### src/rtl/keypad_entry.sv
// Keypad entry front end: synchronizes scanner keys, debounces them into single events,
// and assembles two decimal operands plus an add/subtract operator for the calculator core.
module keypad_entry #(
  parameter int unsigned W           = 8,
  parameter int unsigned MAX_DIGITS  = 3,
  parameter int unsigned RELEASE_CYC = 4
) (
  input  logic         clk,
  input  logic         rst_n,
  input  logic [3:0]   value,
  input  logic         valid,
  output logic [W-1:0] operand_a,
  output logic [W-1:0] operand_b,
  output logic         op,
  output logic         go,
  output logic         err,
  output logic [W-1:0] disp_value,
  output logic [1:0]   state_o
);

  localparam int unsigned CntW = $clog2(MAX_DIGITS + 1);
  localparam int unsigned RelW = $clog2(RELEASE_CYC + 1);
  localparam int unsigned AccW = W + 4;

  localparam logic [3:0] KeyAdd   = 4'd10;
  localparam logic [3:0] KeySub   = 4'd11;
  localparam logic [3:0] KeyClear = 4'd12;
  localparam logic [3:0] KeyEq    = 4'd13;

  localparam logic [AccW-1:0] MaxVal = AccW'({W{1'b1}});

  typedef enum logic [1:0] {
    StEntryA = 2'd0,
    StEntryB = 2'd1,
    StReady  = 2'd2
  } state_e;

  // Synchronizers, edge detect and re-arm tracking
  logic [3:0]      value_s1, value_s2;
  logic            valid_s1, valid_s2, valid_prev;
  logic            armed_q, armed_d;
  logic [RelW-1:0] rel_cnt_q, rel_cnt_d;
  logic            key_evt;
  logic            evt_q;
  logic [3:0]      key_q;

  // Entry state
  state_e          state_q, state_d;
  logic [W-1:0]    a_q, a_d, b_q, b_d;
  logic [CntW-1:0] cnt_a_q, cnt_a_d, cnt_b_q, cnt_b_d;
  logic            op_q, op_d, go_q, go_d, err_q, err_d;

  // Digit accumulate helpers
  logic [AccW-1:0] acc_sel, acc_new;
  logic [CntW-1:0] cnt_sel;
  logic            digit_ok, is_digit, is_op;

  always_ff @(posedge clk or negedge rst_n) begin
    if (!rst_n) begin
      value_s1   <= 4'd0;
      value_s2   <= 4'd0;
      valid_s1   <= 1'b0;
      valid_s2   <= 1'b0;
      valid_prev <= 1'b0;
    end else begin
      value_s1   <= value;
      value_s2   <= value_s1;
      valid_s1   <= valid;
      valid_s2   <= valid_s1;
      valid_prev <= valid_s2;
    end
  end

  assign key_evt = valid_s2 & ~valid_prev & armed_q;

  // Re-arm only after synced valid has stayed low for RELEASE_CYC cycles in a row.
  always_comb begin
    armed_d   = armed_q;
    rel_cnt_d = rel_cnt_q;
    if (key_evt) begin
      armed_d   = 1'b0;
      rel_cnt_d = '0;
    end else if (!armed_q) begin
      if (valid_s2) begin
        rel_cnt_d = '0;
      end else if (rel_cnt_q == RelW'(RELEASE_CYC - 1)) begin
        armed_d   = 1'b1;
        rel_cnt_d = '0;
      end else begin
        rel_cnt_d = rel_cnt_q + RelW'(1);
      end
    end
  end

  always_ff @(posedge clk or negedge rst_n) begin
    if (!rst_n) begin
      armed_q   <= 1'b1;
      rel_cnt_q <= '0;
      evt_q     <= 1'b0;
      key_q     <= 4'd0;
    end else begin
      armed_q   <= armed_d;
      rel_cnt_q <= rel_cnt_d;
      evt_q     <= key_evt;
      key_q     <= value_s2;
    end
  end

  always_comb begin
    is_digit = (key_q <= 4'd9);
    is_op    = (key_q == KeyAdd) || (key_q == KeySub);
    acc_sel  = (state_q == StEntryA) ? AccW'(a_q) : AccW'(b_q);
    cnt_sel  = (state_q == StEntryA) ? cnt_a_q : cnt_b_q;
    acc_new  = acc_sel * AccW'(10) + AccW'(key_q);
    digit_ok = (cnt_sel != CntW'(MAX_DIGITS)) && (acc_new <= MaxVal);
  end

  always_comb begin
    state_d = state_q;
    a_d     = a_q;
    b_d     = b_q;
    cnt_a_d = cnt_a_q;
    cnt_b_d = cnt_b_q;
    op_d    = op_q;
    err_d   = err_q;
    go_d    = 1'b0;

    if (evt_q) begin
      if (key_q == KeyClear) begin
        state_d = StEntryA;
        a_d     = '0;
        b_d     = '0;
        cnt_a_d = '0;
        cnt_b_d = '0;
        op_d    = 1'b0;
        err_d   = 1'b0;
      end else begin
        unique case (state_q)
          StEntryA: begin
            if (is_digit) begin
              if (digit_ok) begin
                a_d     = acc_new[W-1:0];
                cnt_a_d = cnt_a_q + CntW'(1);
              end else begin
                err_d = 1'b1;
              end
            end else if (is_op) begin
              if (cnt_a_q != '0) begin
                op_d    = (key_q == KeySub);
                b_d     = '0;
                cnt_b_d = '0;
                err_d   = 1'b0;
                state_d = StEntryB;
              end else begin
                err_d = 1'b1;
              end
            end else if (key_q == KeyEq) begin
              err_d = 1'b1;
            end
          end
          StEntryB: begin
            if (is_digit) begin
              if (digit_ok) begin
                b_d     = acc_new[W-1:0];
                cnt_b_d = cnt_b_q + CntW'(1);
              end else begin
                err_d = 1'b1;
              end
            end else if (is_op) begin
              op_d = (key_q == KeySub);
            end else if (key_q == KeyEq) begin
              if (cnt_b_q != '0) begin
                go_d    = 1'b1;
                state_d = StReady;
              end else begin
                err_d = 1'b1;
              end
            end
          end
          StReady: begin
            if (is_digit) begin
              a_d     = W'(key_q);
              cnt_a_d = CntW'(1);
              b_d     = '0;
              cnt_b_d = '0;
              state_d = StEntryA;
            end else if (is_op) begin
              op_d    = (key_q == KeySub);
              b_d     = '0;
              cnt_b_d = '0;
              err_d   = 1'b0;
              state_d = StEntryB;
            end else if (key_q == KeyEq) begin
              go_d = 1'b1;
            end
          end
          default: state_d = StEntryA;
        endcase
      end
    end
  end

  always_ff @(posedge clk or negedge rst_n) begin
    if (!rst_n) begin
      state_q <= StEntryA;
      a_q     <= '0;
      b_q     <= '0;
      cnt_a_q <= '0;
      cnt_b_q <= '0;
      op_q    <= 1'b0;
      go_q    <= 1'b0;
      err_q   <= 1'b0;
    end else begin
      state_q <= state_d;
      a_q     <= a_d;
      b_q     <= b_d;
      cnt_a_q <= cnt_a_d;
      cnt_b_q <= cnt_b_d;
      op_q    <= op_d;
      go_q    <= go_d;
      err_q   <= err_d;
    end
  end

  assign operand_a  = a_q;
  assign operand_b  = b_q;
  assign op         = op_q;
  assign go         = go_q;
  assign err        = err_q;
  assign disp_value = (state_q == StEntryA) ? a_q : b_q;
  assign state_o    = state_q;

endmodule
### config.mk
export PLATFORM = sky130hd
export DESIGN_NAME = keypad_entry
export DESIGN_NICKNAME = d
export VERILOG_FILES = /design/src/rtl/keypad_entry.sv
export SDC_FILE = /design/constraint.sdc
export NUM_CORES = 1
export LEC_CHECK = 0
export ABC_AREA = 0
export BUFFER_PORTS_ARGS = -buffer_cell sky130_fd_sc_hd__buf_2
export CORE_MARGIN = 5
export CORE_UTILIZATION = 36
export CTS_BUF_LIST = sky130_fd_sc_hd__clkbuf_4
export DETAILED_ROUTE_END_ITERATION = 7
export SETUP_SLACK_MARGIN = 0.02
export SLEW_MARGIN = 20
export SYNTH_ARGS = -nofsm -noshare
export SYNTH_HDL_FRONTEND = slang
export SYNTH_SLANG_ARGS = --single-unit
### constraint.sdc
create_clock -name clk -period 5.74 [get_ports clk]
set_clock_uncertainty 0.05 [all_clocks]
set_input_delay 1.148 -clock clk [delete_from_list [all_inputs] [get_ports clk]]
set_output_delay 1.148 -clock clk [all_outputs]
set_load 0.05 [all_outputs]
==> impl_metrics.json, run 1 <==
{
  "drv_slew": 0,
  "rows": 31,
  "synth_fa_ha_area_frac": 0.109,
  "drt-total-wl_um": 5760,
  "synth_top_area_share": 0.414,
  "cts-resized-gates": 0,
  "grt_pass1_vias": 1989,
  "dp_cells": 386,
  "ys_warn_count": 0,
  "drt-initial-drc-count": 108,
  "drive_gt1_frac": 0.224,
  "synthesis.area_mm2": 0.00266,
  "cp_max_fo": 21,
  "cts_tree": "yes",
  "layout.cells.non_filler": 394,
  "synth_compound_area_frac": 0.171,
  "numClockSinks": 45,
  "routabilityCongestion": 0.851,
  "core-area_mm2": 0.00721,
  "p_per_area_mw_per_mm2": 621,
  "grt_usage": 0.137,
  "post-route-util": 0.417,
  "diodes": 0,
  "seq_area_frac_synth": 0.423,
  "syn_inst": 261,
  "synth_ff_type": "dfrtp_1",
  "crit_buf_inv": 3,
  "postRouteAntennaNets": 0,
  "clk_latency_ps": 360,
  "post_cts_buffers": 0,
  "antenna_found_initial": 0,
  "synth-xor-area-share": 0.0329,
  "viasPerCell": 5.08,
  "synth_mux_area_frac": 0.0930,
  "ys_seq_elements": 45,
  "htree_levels": 2,
  "crit_type": "flip-flop to flip-flop",
  "post-synth-top-count-cell": "dfrtp_1",
  "grt_setup_unrepaired": "false",
  "port_buffers": 35,
  "avgSynthCellArea_um2": 10.2,
  "synth_top_family_by_area": "compound AO/OA/AOI/OAI gates",
  "grt-ovfl-total": 0,
  "synthTopCellsByArea": "dfrtp_1 41%, ha_1 9.4%, mux2i_1 3.4%",
  "synth.top_cells.by_count": "44 x dfrtp_1, 22 x inv_1, 20 x ha_1, 20 x nand2_1",
  "final.period_utilization": 0.776,
  "grt_max_degree": 46,
  "worstPathRequired_ps": 5950,
  "clk_pin_slew_ps": 140,
  "max_stage_delay_ps": 730,
  "design_power_total_w": 0.00187,
  "synth_top_cell_by_area": "dfrtp_1",
  "clock_path_buffers": 2,
  "ir_drop_mv": 0.233,
  "io_pins": 36,
  "syn_nets": 290,
  "use_met2": 0.224,
  "fin_tns_setup_ps": 0,
  "hpwl_um": 4460,
  "outcome": "finished, final reports clean",
  "syn2layout_area_growth_pct": 13.0,
  "die_h_um": 96,
  "critPathLaunchType": "flip-flop",
  "hold_viol": 0,
  "worst_setup_path_end_kind": "flip-flop",
  "hold_buffers": 0,
  "worst_path_max_delay_cell": "ha_1",
  "maxCapViolCount": 0,
  "critPathTopFamily": "adder cells",
  "yosys.cell_types.count": 53,
  "start_util": 0.369,
  "worst-slew-pin-transition_ps": 875,
  "yosys.area_share.simple": 0.124,
  "vias": 2001,
  "whs_ps": 315,
  "crit_arrival_ps": 4660,
  "grt_pass1_wl_um": 9850,
  "p_leak_nw": 1.51,
  "wire_per_inst_um": 14.6,
  "setup_viol": 0,
  "first_pass_iters": 4,
  "timing.slew.headroom": 0.417,
  "die-area_mm2": 0.00922,
  "cts_buffers": 5,
  "post-route-drc-count": 0,
  "max_freq_ghz": 0.225,
  "synth-edff-count": 0,
  "async_flop_share": 1.00,
  "path_cells": "inv_1 -> ha_1 -> mux2i_1 -> inv_1 -> ha_1 -> ha_1 -> inv_1 -> fa_1 -> nor2b_1 -> o22ai_1 -> xnor2_1 -> and4_1 -> o21a_1 -> a21boi_4 -> mux2_4",
  "grt_use_met1": 0.182,
  "cts_root_buf": "clkbuf_4",
  "min-delay-path-class": "flip-flop to flip-flop",
  "top_usage_layer": "met2",
  "use_met3": 0.0313,
  "die_x_um": 96,
  "period_needed_ps": 4450,
  "nets": 323
}
==> layer usage <==
metal / routed length (um) / share of wire
met1: 2590 / 0.45
met2: 2730 / 0.47
met3: 370 / 0.064
met4: 72 / 0.012
met5: 0 / 0
==> cell type report <==
class / instances / area (um2)
flip-flops and latches: 45 / 1130
repair buffers: 35 / 178
clock buffers: 5 / 37.5
clock inverters: 3 / 48.8
fillers: 757 / 4210
inverters: 22 / 82.6
multi-input cells: 185 / 1410
well taps: 99 / 124
==> sequential cells by signal, summed over array words and instances, names as in the netlist, 2 cells and up <==
register	flops
key_q	4
operand_a	8
state_o	2
rel_cnt_q	3
value_s1	4
operand_b	8
value_s2	4
cnt_b_q	2
cnt_a_q	2
==> final timing paths <==
kind	cells past startpoint	slack (ps)	endpoint	from
setup / recovery	15	1290	cnt_a_q[0]$_DFFE_PN0P_	state_o[0]$_DFFE_PN0P_
setup reg to reg	15	1290	cnt_a_q[0]$_DFFE_PN0P_	state_o[0]$_DFFE_PN0P_
hold / removal	0	310	key_q[1]$_DFF_PN0_	value_s2[1]$_DFF_PN0_
max in group asynchronous	1	4550	state_o[0]$_DFFE_PN0P_	rst_n
min in group asynchronous	1	700	value_s1[3]$_DFF_PN0_	rst_n
hold reg to reg	0	310	key_q[1]$_DFF_PN0_	value_s2[1]$_DFF_PN0_
==> where the power goes <==
group / switching (W) / leakage [nW] / internal [W] / total, W
Combinational: 0.000789 / 0.897 / 0.000414 / 0.00120
Sequential: 0.0000722 / 0.574 / 0.000387 / 0.000459
Clock: 0.000109 / 0.0433 / 0.0000946 / 0.000204
==> cells by family after synthesis <==
| group | count (synthesis) |
|---|---|
| buffers and inverters | 31 |
| XOR/XNOR | 10 |
| adder cells (fa/ha/maj) | 22 |
| AND/OR/NAND/NOR | 67 |
| AO/OA/AOI/OAI | 65 |
| multiplexers | 21 |
| flip-flops | 45 |
==> stage by stage <==
stage          cell area (um2)  setup WS (ps)
2_1_floorplan             2660            549
3_3_place_gp              2920           1420
3_5_place_dp              2920           1260
4_1_cts                   3010           1250
5_1_grt                   3010            915
6_report                  3010           1290
==> worst register-to-register path, cell delays in order, from the launching register on <==
cell	delay, ps
dfrtp_1	450
inv_1	100
ha_1	730
mux2i_1	420
inv_1	100
ha_1	290
ha_1	170
inv_1	60
fa_1	410
nor2b_1	160
o22ai_1	110
xnor2_1	140
and4_1	190
o21a_1	330
a21boi_4	340
mux2_4	330
==> placed cells by master (no fill, tap or decap), drive strengths merged, types with 2 or more instances in the layout <==
cell type	instances
dfrtp	44
buf	35
inv	23
nand2	21
ha	20
nor2	17
a21oi	17
o21ai	15
mux2	12
mux2i	9
nor2b	6
nand3	6
xnor2	5
xor2	5
a22o	5
clkbuf	5
a21o	4
nand2b	3
a31oi	3
nor3	3
o21a	2
or2	2
o22ai	2
o31ai	2
nand3b	2
and3	2
o2bb2ai	2
fa	2
a21boi	2
a211oi	2
Note: power is estimated with default switching activity, not from simulation.
==> inputs of run 2 (changes only) <==
==> constraint.sdc (replaced) <==
create_clock -name clk -period 3.82 [get_ports clk]
set_clock_uncertainty 0.05 [all_clocks]
set_input_delay 0.764 -clock clk [delete_from_list [all_inputs] [get_ports clk]]
set_output_delay 0.764 -clock clk [all_outputs]
set_load 0.05 [all_outputs]
==> run 2 against run 1 <==
  * Global-route usage grew 0.31 points
  * Clock-buffer cell count is the same
  * Via count grew 2.2%
  * First-iteration DRC count shrank 21%
  * Cell count grew 2.5%
  * Hold slack lost 12 ps
  * Die area is the same
  * Fmax grew 23%
  * Routed wire length grew 5.3%
  * Cell area grew 4.7%
  * Critical endpoint is now operand_b[6]$_DFFE_PN0P_
  * Largest cell class unchanged
  * Highest routed layer unchanged
==> impl_metrics.json, run 2 (synthesized netlist as in run 1, its figures left out) <==
{
  "outcome": "finished, final reports clean",
  "syn2layout_area_growth_pct": 18.3,
  "maxCapViolCount": 0,
  "drt-total-wl_um": 6070,
  "cp_max_fo": 8,
  "grt_pass1_wl_um": 10100,
  "grt_max_degree": 46,
  "hold_buffers": 0,
  "grt_use_met1": 0.187,
  "fin_tns_setup_ps": 0,
  "crit_type": "flip-flop to flip-flop",
  "diodes": 0,
  "clk_pin_slew_ps": 150,
  "cts_tree": "yes",
  "crit_buf_inv": 4,
  "grt_usage": 0.140,
  "setup_viol": 0,
  "post-route-drc-count": 0,
  "path_common_cell": "buf_4",
  "die_x_um": 96,
  "drv_slew": 0,
  "grt_pass1_vias": 2042,
  "top_usage_layer": "met2",
  "period_needed_ps": 3630,
  "layout_common_cells": "42 x dfrtp_1, 34 x buf_2, 20 x nand2_1, 18 x inv_1",
  "antenna_found_initial": 0,
  "drt-initial-drc-count": 85,
  "final.period_utilization": 0.950,
  "worst_path_max_delay_cell": "dfrtp_2",
  "io_pins": 36,
  "worstPathRequired_ps": 4080,
  "crit_arrival_ps": 3890,
  "use_met3": 0.0281,
  "wire_per_inst_um": 15.0,
  "drive_gt1_frac": 0.298,
  "start_util": 0.369,
  "worst_setup_path_end_kind": "flip-flop",
  "critPathTopFamily": "compound AO/OA/AOI/OAI gates",
  "use_met2": 0.225,
  "path_cells": "inv_2 -> ha_4 -> clkbuf_4 -> buf_4 -> mux2_4 -> xnor2_1 -> ha_1 -> a21oi_1 -> nor2_1 -> or4_4 -> a211oi_2 -> o21a_2 -> buf_4 -> and3_1 -> a22o_1",
  "clk_latency_ps": 370,
  "vias": 2046,
  "critPathLaunchType": "flip-flop",
  "htree_levels": 2,
  "final_common_cell": "dfrtp_1",
  "cts_buffers": 5,
  "worst-slew-pin-transition_ps": 891,
  "layout.cells.non_filler": 404,
  "numClockSinks": 45,
  "timing.slew.headroom": 0.400,
  "max_stage_delay_ps": 450,
  "viasPerCell": 5.06,
  "die_h_um": 96,
  "first_pass_iters": 4,
  "port_buffers": 35,
  "hold_viol": 0,
  "clock_path_buffers": 2,
  "hpwl_um": 4580,
  "min-delay-path-class": "flip-flop to flip-flop",
  "cts_root_buf": "clkbuf_4",
  "die-area_mm2": 0.00922,
  "max_freq_ghz": 0.275,
  "postRouteAntennaNets": 0,
  "dp_cells": 391,
  "grt-ovfl-total": 0,
  "grt_setup_unrepaired": "false",
  "routabilityCongestion": 0.790,
  "rows": 31,
  "core-area_mm2": 0.00721,
  "nets": 333
}
## run 2: cell types whose count changed in the layout (fill, tap and decap cells not counted), moves of 2 or more
cell / previous run / this run
buf_4: 1 / 10
dfrtp_1: 44 / 42
dfrtp_2: 0 / 2
ha_1: 20 / 17
ha_4: 0 / 3
inv_1: 22 / 18
inv_2: 0 / 3
mux2_2: 6 / 4
mux2_4: 6 / 8
## run 2: what timing repair did
action                                  CTS  global route
buffers inserted                          0             5
resized for setup                         0             2
endpoints found under the setup margin    0            13
## run 2: metrics by stage
| step | cell area [um2] | worst slack [ps] | utilization | hold slack (ps) |
|---|---|---|---|---|
| 5_1_grt | 3150 | 47.3 | 0.437 | 301 |
| 2_1_floorplan | 2770 | -5.53 | - | 281 |
| 4_1_cts | 3110 | 90.4 | 0.431 | 299 |
| 6_report | 3150 | 190 | 0.437 | 302 |
| 3_3_place_gp | 3050 | 237 | 0.422 | 282 |
| 3_5_place_dp | 3050 | 119 | 0.422 | 285 |
## run 2: area by class of cell
| class | instances | area, um2 |
|---|---|---|
| tap | 99 | 124 |
| multi-input combinational | 185 | 1500 |
| inverter | 22 | 85.1 |
| clock inverter | 3 | 25.0 |
| sequential | 45 | 1130 |
| fill | 720 | 4070 |
| clock buffer | 5 | 37.5 |
| timing repair buffer | 45 | 253 |
## run 2: final timing paths
kind | startpoint | endpoint | slack (ps) | depth (start not counted)
max in group asynchronous | rst_n | state_o[1]$_DFFE_PN0P_ | 2990 | 1
min reg2reg | value_s2[1]$_DFF_PN0_ | key_q[1]$_DFF_PN0_ | 300 | 0
max | state_o[1]$_DFFE_PN0P_ | operand_b[6]$_DFFE_PN0P_ | 190 | 15
min in group asynchronous | rst_n | rel_cnt_q[1]$_DFFE_PN0P_ | 310 | 1
max reg2reg | state_o[1]$_DFFE_PN0P_ | operand_b[6]$_DFFE_PN0P_ | 190 | 15
min | value_s2[1]$_DFF_PN0_ | key_q[1]$_DFF_PN0_ | 300 | 0
## run 2: per-layer routing
layer	vias to the layer above	routed length, um
met4	0	111
met3	15	259
met2	46	2820
met5	-	0
li1	1009	-
met1	976	2880
## run 2: worst register-to-register path, cell delays in order (launching register included)
cell and delay [ps]:
dfrtp_2 450, inv_2 90, ha_4 240, clkbuf_4 220
buf_4 120, mux2_4 320, xnor2_1 130, ha_1 310
a21oi_1 150, nor2_1 50, or4_4 420, a211oi_2 230
o21a_2 270, buf_4 170, and3_1 210, a22o_1 150
Power of run 2 is not shown: default switching activity piles up to over one toggle a cycle in this logic, so the estimate is an artifact.
==> inputs of run 3 (changes only) <==
--- a/config.mk
+++ b/config.mk
@@ -11,6 +11,7 @@
 export CORE_UTILIZATION = 36
 export CTS_BUF_LIST = sky130_fd_sc_hd__clkbuf_4
 export DETAILED_ROUTE_END_ITERATION = 7
+export PLACE_DENSITY = 0.68
 export SETUP_SLACK_MARGIN = 0.02
 export SLEW_MARGIN = 20
 export SYNTH_ARGS = -nofsm -noshare
==> run 3 against run 2 <==
  * Cell area decreased by 0.64%
  * Register-to-register slack hardly changed
  * Global-route usage shrank 0.71 points
  * Highest routed layer unchanged
  * Clock-buffer cell count did not move
  * Critical endpoint is now operand_a[1]$_DFFE_PN0P_
  * Largest cell class unchanged
==> impl_metrics.json, run 3 (synthesized netlist as in run 1, its figures left out) <==
{
  "numClockSinks": 45,
  "start_util": 0.369,
  "grt_pass1_wl_um": 9660,
  "worst_path_max_delay_cell": "dfrtp_2",
  "hold_buffers": 0,
  "die-area_mm2": 0.00922,
  "crit_buf_inv": 3,
  "rows": 31,
  "period_needed_ps": 3630,
  "first_pass_iters": 4,
  "cp.depth": 15,
  "critPathLaunchType": "flip-flop",
  "syn2layout_area_growth_pct": 17.5,
  "max_stage_delay_ps": 460,
  "maxCapViolCount": 0,
  "min-delay-path-class": "flip-flop to flip-flop",
  "fillers": 699,
  "dp_cells": 390,
  "layout.cells.non_filler": 398,
  "core-area_mm2": 0.00721,
  "layout_common_cells": "42 x dfrtp_1, 34 x buf_2, 20 x nand2_1, 18 x inv_1",
  "grt-ovfl-total": 0,
  "crit_path_end": "operand_a[1]$_DFFE_PN0P_",
  "die_h_um": 96,
  "critPathTopFamily": "adder cells",
  "clk_latency_ps": 360,
  "max_freq_ghz": 0.275,
  "critPathLaunch": "state_o[1]$_DFFE_PN0P_",
  "rrSetupSlack_ps": 190,
  "r2r.worst_path.cells": 15,
  "post-route-util": 0.434,
  "final_common_cell": "dfrtp_1",
  "grt_pass1_vias": 1977,
  "cts_buffers": 5,
  "die_x_um": 96,
  "io_pins": 36,
  "crit_arrival_ps": 3840,
  "clk_pin_slew_ps": 140,
  "port_buffers": 35,
  "drive_gt1_frac": 0.284,
  "nets": 327,
  "post-route-drc-count": 0,
  "worst-slew-pin-transition_ps": 756,
  "outcome": "finished, final reports clean",
  "cts_tree": "yes",
  "drt-initial-drc-count": 98,
  "grt_usage": 0.133,
  "drv_slew": 0,
  "postRouteAntennaNets": 0,
  "viasPerCell": 5.07,
  "cts_root_buf": "clkbuf_4",
  "htree_levels": 2,
  "vias": 2018,
  "worst_setup_path_end_kind": "flip-flop",
  "r2r_end": "operand_a[1]$_DFFE_PN0P_",
  "timing.slew.headroom": 0.491,
  "routabilityCongestion": 0.824,
  "hpwl_um": 4560,
  "worstPathRequired_ps": 4030,
  "fin_tns_setup_ps": 0,
  "path_cells": "inv_2 -> ha_4 -> mux2i_4 -> inv_4 -> ha_4 -> ha_4 -> inv_2 -> fa_2 -> nor2b_1 -> o22ai_1 -> xnor2_1 -> and4_1 -> o21a_2 -> a21boi_4 -> mux2_4",
  "post_cts_buffers": 0,
  "diodes": 0,
  "drt-total-wl_um": 5790,
  "hold_viol": 0,
  "worstReg2RegStart": "state_o[1]$_DFFE_PN0P_",
  "crit_type": "flip-flop to flip-flop",
  "final.period_utilization": 0.952,
  "clock_path_buffers": 2,
  "setup_viol": 0,
  "cp_max_fo": 11,
  "antenna_found_initial": 0,
  "grt_setup_unrepaired": "false",
  "wire_per_inst_um": 14.5,
  "path_common_cell": "ha_4",
  "grt_max_degree": 46
}
## run 3: area by class of cell
type	count	area, um2	share of cell area
Inverter	22	85.1	0.0272
Tap cell	99	124	0.0396
Timing Repair Buffer	39	208	0.0664
Sequential cell	45	1130	0.361
Clock inverter	3	50.0	0.0160
Multi-Input combinational cell	185	1500	0.478
Clock buffer	5	37.5	0.0120
## run 3: worst min-delay path by stage
stage	start	to	slack (ps)	depth (start not counted)
floorplan	value_s2[0]$_DFF_PN0_	key_q[0]$_DFF_PN0_	280	0
global placement	value_s2[2]$_DFF_PN0_	key_q[2]$_DFF_PN0_	280	0
detailed placement	value_s2[3]$_DFF_PN0_	key_q[3]$_DFF_PN0_	290	0
CTS	value_s1[1]$_DFF_PN0_	value_s2[1]$_DFF_PN0_	310	0
global route	value_s1[1]$_DFF_PN0_	value_s2[1]$_DFF_PN0_	310	0
finish	value_s2[3]$_DFF_PN0_	key_q[3]$_DFF_PN0_	310	0
## run 3: stage by stage
| step | area, um2 | hold slack, ps | worst slack (ps) |
|---|---|---|---|
| global placement | 3040 | 282 | 243 |
| CTS | 3130 | 311 | 136 |
| finish | 3130 | 315 | 185 |
| global route | 3130 | 314 | 67.1 |
| detailed placement | 3040 | 286 | 152 |
| floorplan | 2770 | 281 | -5.53 |
## run 3: metal layers
layer / up-vias / wire [um] / global-route usage
met3: 4 / 310 / 0.0274
met5: - / 0 / 0
met1: 959 / 2670 / 0.185
met4: 0 / 29 / 0.0213
li1: 995 / - / -
met2: 60 / 2780 / 0.218
## run 3: timing repair
item	4_1_cts	5_1_grt
resized for setup	0	1
hold endpoints to repair	0	0
setup endpoints to repair	0	6
Power of run 3 is left out for the same reason.
